[config.mk]
export PLATFORM = sky130hd
export DESIGN_NAME = hex_scan
export DESIGN_NICKNAME = d
export VERILOG_FILES = /design/src/rtl/hex_scan_pkg.sv /design/src/rtl/hex_scan_hex7seg.sv /design/src/rtl/hex_scan.sv
export SDC_FILE = /design/constraint.sdc
export NUM_CORES = 1
export LEC_CHECK = 0
export ABC_AREA = 1
export CAP_MARGIN = 5
export CELL_PAD_IN_SITES_DETAIL_PLACEMENT = 1
export CELL_PAD_IN_SITES_GLOBAL_PLACEMENT = 2
export CORE_UTILIZATION = 30
export DETAILED_ROUTE_END_ITERATION = 10
export PLACE_DENSITY_LB_ADDON = 0.1
export SETUP_SLACK_MARGIN = 0.05
export SLEW_MARGIN = 20
export SYNTH_ARGS = -nofsm -noshare
export SYNTH_HDL_FRONTEND = slang
export SYNTH_HIERARCHICAL = 1
export SYNTH_SLANG_ARGS = --single-unit
[constraint.sdc]
create_clock -name clk -period 3.66 [get_ports clk]
set_clock_uncertainty 0.1 [all_clocks]
set_input_delay 0.915 -clock clk [delete_from_list [all_inputs] [get_ports clk]]
set_output_delay 0.915 -clock clk [all_outputs]
set_load 0.05 [all_outputs]
[src/rtl/hex_scan_pkg.sv]
`default_nettype none
// +----------------------------------------------------------------------+
// | hex_scan_pkg : segment types and the active-low hex decode table      |
// | Revision     : 1.0                                                    |
// +----------------------------------------------------------------------+
package hex_scan_pkg;

  typedef logic [6:0]        seg_t;
  typedef logic [15:0][6:0]  seg_table_t;

  localparam seg_t SEG_BLANK = 7'h7F;

  // Element 0 is the rightmost entry; segment a is bit 0, active-low.
  localparam seg_table_t SEG_TABLE = {
    7'h0E, 7'h06, 7'h21, 7'h46, 7'h03, 7'h08, 7'h10, 7'h00,
    7'h78, 7'h02, 7'h12, 7'h19, 7'h30, 7'h24, 7'h79, 7'h40
  };

endpackage
`default_nettype wire

[src/rtl/hex_scan_hex7seg.sv]
`default_nettype none
// +----------------------------------------------------------------------+
// | hex_scan_hex7seg : 4-bit nibble to active-low 7-segment decoder       |
// | Revision         : 1.0                                                |
// +----------------------------------------------------------------------+
module hex_scan_hex7seg
  import hex_scan_pkg::*;
(
  input  logic [3:0] nibble,
  output seg_t       seg
);

  assign seg = SEG_TABLE[nibble];

endmodule
`default_nettype wire

[src/rtl/hex_scan.sv]
`default_nettype none
// +----------------------------------------------------------------------+
// | hex_scan : multiplexed hex display scanner with LZ blanking and blink |
// | Revision : 1.0                                                        |
// +----------------------------------------------------------------------+
module hex_scan
  import hex_scan_pkg::*;
#(
  parameter int NDIGITS      = 6,
  parameter int DIV          = 50000,
  parameter int BLINK_FRAMES = 64
) (
  input  logic                   clk,
  input  logic                   reset_n,
  input  logic [4*NDIGITS-1:0]   value,
  input  logic                   load,
  input  logic                   lz_en,
  input  logic [NDIGITS-1:0]     blink_mask,
  output logic [6:0]             seg,
  output logic [NDIGITS-1:0]     an,
  output logic                   frame_tick
);

  localparam int IDX_W = (NDIGITS > 1) ? $clog2(NDIGITS) : 1;
  localparam int CNT_W = (DIV > 1) ? $clog2(DIV) : 1;
  localparam int FRM_W = (BLINK_FRAMES > 1) ? $clog2(BLINK_FRAMES) : 1;

  localparam logic [CNT_W-1:0] CNT_LAST = CNT_W'(DIV - 1);
  localparam logic [IDX_W-1:0] IDX_LAST = IDX_W'(NDIGITS - 1);
  localparam logic [FRM_W-1:0] FRM_LAST = FRM_W'(BLINK_FRAMES - 1);

  if ((NDIGITS < 1) || (NDIGITS > 8)) begin : g_bad_ndigits
    $error("hex_scan: NDIGITS must be in 1..8");
  end
  if (DIV < 1) begin : g_bad_div
    $error("hex_scan: DIV must be 1 or greater");
  end
  if (BLINK_FRAMES < 1) begin : g_bad_blink
    $error("hex_scan: BLINK_FRAMES must be 1 or greater");
  end

  logic [CNT_W-1:0]       cnt_q, cnt_d;
  logic [IDX_W-1:0]       idx_q, idx_d;
  logic [4*NDIGITS-1:0]   shadow_q, shadow_d;
  logic [FRM_W-1:0]       frm_q, frm_d;
  logic                   phase_q, phase_d;
  logic [6:0]             seg_q, seg_d;
  logic [NDIGITS-1:0]     an_q, an_d;
  logic                   frame_tick_q, frame_tick_d;

  logic                   slot_end;
  logic                   wrap;
  logic                   upper_zero;
  logic [NDIGITS-1:0]     lz_blank;
  logic [3:0]             nibble;
  logic                   digit_lz;
  logic                   digit_blink;
  seg_t                   dec_seg;

  always_comb begin
    slot_end     = (cnt_q == CNT_LAST);
    wrap         = slot_end && (idx_q == IDX_LAST);
    cnt_d        = slot_end ? '0 : cnt_q + 1'b1;
    idx_d        = idx_q;
    if (slot_end) begin
      idx_d = wrap ? '0 : idx_q + 1'b1;
    end
    shadow_d     = load ? value : shadow_q;
    frame_tick_d = wrap;

    frm_d   = frm_q;
    phase_d = phase_q;
    if (wrap) begin
      if (frm_q == FRM_LAST) begin
        frm_d   = '0;
        phase_d = ~phase_q;
      end else begin
        frm_d = frm_q + 1'b1;
      end
    end

    // Walk from the top digit down so each digit knows whether all above it are zero.
    upper_zero = 1'b1;
    lz_blank   = '0;
    for (int i = NDIGITS - 1; i >= 0; i--) begin
      upper_zero  = upper_zero && (shadow_d[4*i +: 4] == 4'h0);
      lz_blank[i] = lz_en && upper_zero && (i != 0);
    end

    nibble      = 4'h0;
    digit_lz    = 1'b0;
    digit_blink = 1'b0;
    for (int i = 0; i < NDIGITS; i++) begin
      if (idx_d == IDX_W'(i)) begin
        nibble      = shadow_d[4*i +: 4];
        digit_lz    = lz_blank[i];
        digit_blink = blink_mask[i];
      end
    end
  end

  hex_scan_hex7seg u_hex7seg (
    .nibble (nibble),
    .seg    (dec_seg)
  );

  always_comb begin
    seg_d = (digit_lz || (phase_d && digit_blink)) ? SEG_BLANK : dec_seg;
    an_d  = ~(NDIGITS'(1) << idx_d);
  end

  always_ff @(posedge clk) begin
    if (!reset_n) begin
      cnt_q        <= '0;
      idx_q        <= '0;
      shadow_q     <= '0;
      frm_q        <= '0;
      phase_q      <= 1'b0;
      seg_q        <= SEG_BLANK;
      an_q         <= '1;
      frame_tick_q <= 1'b0;
    end else begin
      cnt_q        <= cnt_d;
      idx_q        <= idx_d;
      shadow_q     <= shadow_d;
      frm_q        <= frm_d;
      phase_q      <= phase_d;
      seg_q        <= seg_d;
      an_q         <= an_d;
      frame_tick_q <= frame_tick_d;
    end
  end

  assign seg        = seg_q;
  assign an         = an_q;
  assign frame_tick = frame_tick_q;

endmodule
`default_nettype wire

==> impl_results.md <==
* Total Routing Usage GR at 0.1732
* Pin count of the biggest net entering global routing at 23
* Post-synth EDFFs at 0
* P per Cell Area at approximately 370 nW/um2
* LEAKAGE at about 0.0018 uW
* Area Growth Syn to Fin at 24.45%
* First-pass GRT wire length at around 15 mm
* Routability cong. at just over 0.8
* Ports at 48
* Register area share after synthesis at 0.3800
* Initial antenna violation count at 0
* Relative slew slack at 0.4291
* Final HPWL DP at about 7.4 mm
* Avg WL per Cell at between 10 and 15 um
* GRT Residual Overflow at 0
* Post-layout nets at 582
* Max-slew violations at 0
* Root buf cell: clkbuf_8
* Max layer used: met4
* Final WL at about 9.4 mm
* Synth Flop Type: dfxtp_1
* CTS tree: yes
* Metal-1 WL at ~4.5 mm
* Yosys warnings at 6
* Mapped Area at ~3400 um2
* Die area at around 12000 um2
* Commonest non-fill, non-tap cell in the layout: nand2_1
* Hold Startpoint: cnt_q[0]$_SDFF_PP0_
* Kind of start point of the critical path: input port
* Layout cells sized above 1 at 0.1384
* Metal2 WL at approximately 4.4 mm
* First DRT Iteration DRCs at slightly above 80
* Avg Cell Area, Syn at around 7.0 um2
* Fin crit period at approximately 3.2 ns
* Crit-path max FO at 22
* Final setup viols at 0
* Starting Density at 0.3097
* Crit end category: flip-flop
* Max IR drop VDD at 0.2350 mV
* Synth Net Count at 527
* Diodes inserted at 0
* Num rows at 38
* Non-Filler Instances at about 680
* Hold Path Class: flip-flop to flip-flop
* Final worst-path cycle share at 0.8738
* TritonCTS Buffers at 9
* Post-CTS setup buffers at 0
* Placed cells at 666
* Total negative slack at 0 ns
* Post_cts resized at 0
* Most frequent cells in the layout: nand2_1 (113), nor2_1 (70), dfxtp_1 (64), inv_1 (54), clkdlybuf4s50_1 (47)
* Worst-Margin Slew at 0.8555 ns
* Vias in the first global route at approximately 3.1k
* Vias per Instance at roughly 4.5
* Unique cell type count in the Yosys netlist at 36
* CTS hold repair buffers at 0
* RSZ-0062 raised after global routing: false
* DR WL met3 at 352 um
* Status: finished, final reports clean
* Max_cap viols at 0
* Sink Count at 64
* Fill cell count at 1401
* Synthesized instance count at around 480
* Required time of the worst setup path at 3.77 ns
* Clock slew at reported path FFs at around 0.070 ns
* Final ANT Viol Nets at 0
* Vias at just over 3k
* DRC Markers at 0
* Worst skew pair latency at roughly 0.34 ns
* Crit Path Category: input port to flip-flop
* CTS Buffer Depth at 2
* Core region area at 10890 um2
* Crit path from: load
* Final Hold Viols at 0
* Die Wd at roughly 110 um
* Asr flop ratio synth at 0
* CP arrival at roughly 3.3 ns
* #FFs+latches synth at between 60 and 70
* Die extent in y at around 110 um
* Buffers on Ports at 47
* Reg-to-reg startpoint: cnt_q[0]$_SDFF_PP0_
* H-tree lvl count at 3
* Reg2reg setup slack at about 0.52 ns
* Highest Clock Rate at 312.7 MHz
* DRT Pass-1 Iters at 4
logic make-up after synthesis:
family                     count (synthesis)  share of synthesized area
and+or+nand+nor                          277                     0.3944
DFF                                       64                     0.3800
xor gates and xnor gates                   5                    0.01299
AOI/OAI and AO/OA                         49                    0.07978
adders and majority gates                 11                    0.04082
buffers and inverters                     76                    0.09202
where the power goes:
group	leakage [uW]	internal [uW]	switching (uW)	total, uW
sequential	0.000525	725	7.64	733
combinational	0.00121	97.7	146	244
clock	0.0000992	299	278	577
metrics by stage:
| stage | setup WS (ns) | total power, uW | hold WS [ns] | utilization | area, um2 |
|---|---|---|---|---|---|
| floorplan | 0.8465 | 898.5 | 0.3175 | - | 3372 |
| global placement | 0.1507 | 992.2 | 0.3331 | 0.3685 | 4013 |
| detailed placement | 0.08721 | 996.2 | 0.3484 | 0.3685 | 4013 |
| CTS | 0.4338 | 1585 | 0.3616 | 0.3854 | 4197 |
| global route | 0.07302 | 1641 | 0.3980 | 0.3854 | 4197 |
| finish | 0.4619 | 1553 | 0.3565 | 0.3854 | 4197 |
critical path: stages:
cell and delay, ns:
clkdlybuf4s50_1 0.53, buf_4 0.26, o21ai_0 0.19, o21ai_0 0.25, nor3_1 0.07, o211ai_1 0.21
inv_1 0.20, ha_1 0.36, nand2_1 0.07, nand3_1 0.08, nand2_1 0.06, inv_1 0.05
nand3_1 0.06
metal layers:
metal,global-route usage,up-vias
met1,0.2192,1405
met5,0,-
li1,-,1633
met3,0.03797,11
met2,0.2916,48
met4,0.05382,0
state kept, by name, indices dropped and copies added (netlist names):
signal	count
shadow_q	24
cnt_q	16
idx_q	3
frame_tick	1
frm_q	6
an	6
phase_q	1
seg	7
area by class of cell:
cell class	instances	area, um2	share of cell area
Multi-Input combinational cell	342	1780	0.4243
Sequential cell	64	1281	0.3053
Timing Repair Buffer	55	530.5	0.1264
Inverter	65	245.2	0.05844
Tap cell	140	175.2	0.04174
Clock buffer	13	168.9	0.04025
Clock inverter	3	15.01	0.003578
path summary, 6_finish.rpt:
kind | to | cells after the start
max | seg[3]$_SDFF_PP1_ | 13
min | cnt_q[0]$_SDFF_PP0_ | 1
max reg2reg | seg[3]$_SDFF_PP1_ | 20
min reg2reg | cnt_q[0]$_SDFF_PP0_ | 1
synthesized netlist by cell type (4+ instances only):
library cell	count	share of area
a21oi_1	17	0.025
buf_2	5	0.0074
clkbuf_1	4	0.0045
dfxtp_1	64	0.38
ha_1	11	0.041
inv_1	54	0.060
inv_2	10	0.011
nand2_1	113	0.13
nand2_2	6	0.011
nand2_4	7	0.023
nand3_1	27	0.040
nand4_1	5	0.0093
nor2_1	70	0.078
nor2_2	7	0.013
nor3_1	17	0.025
o21ai_0	21	0.031
o21ai_1	4	0.0059
or2_2	9	0.017
xor2_1	4	0.010
Note: power is estimated with default switching activity, not from simulation.
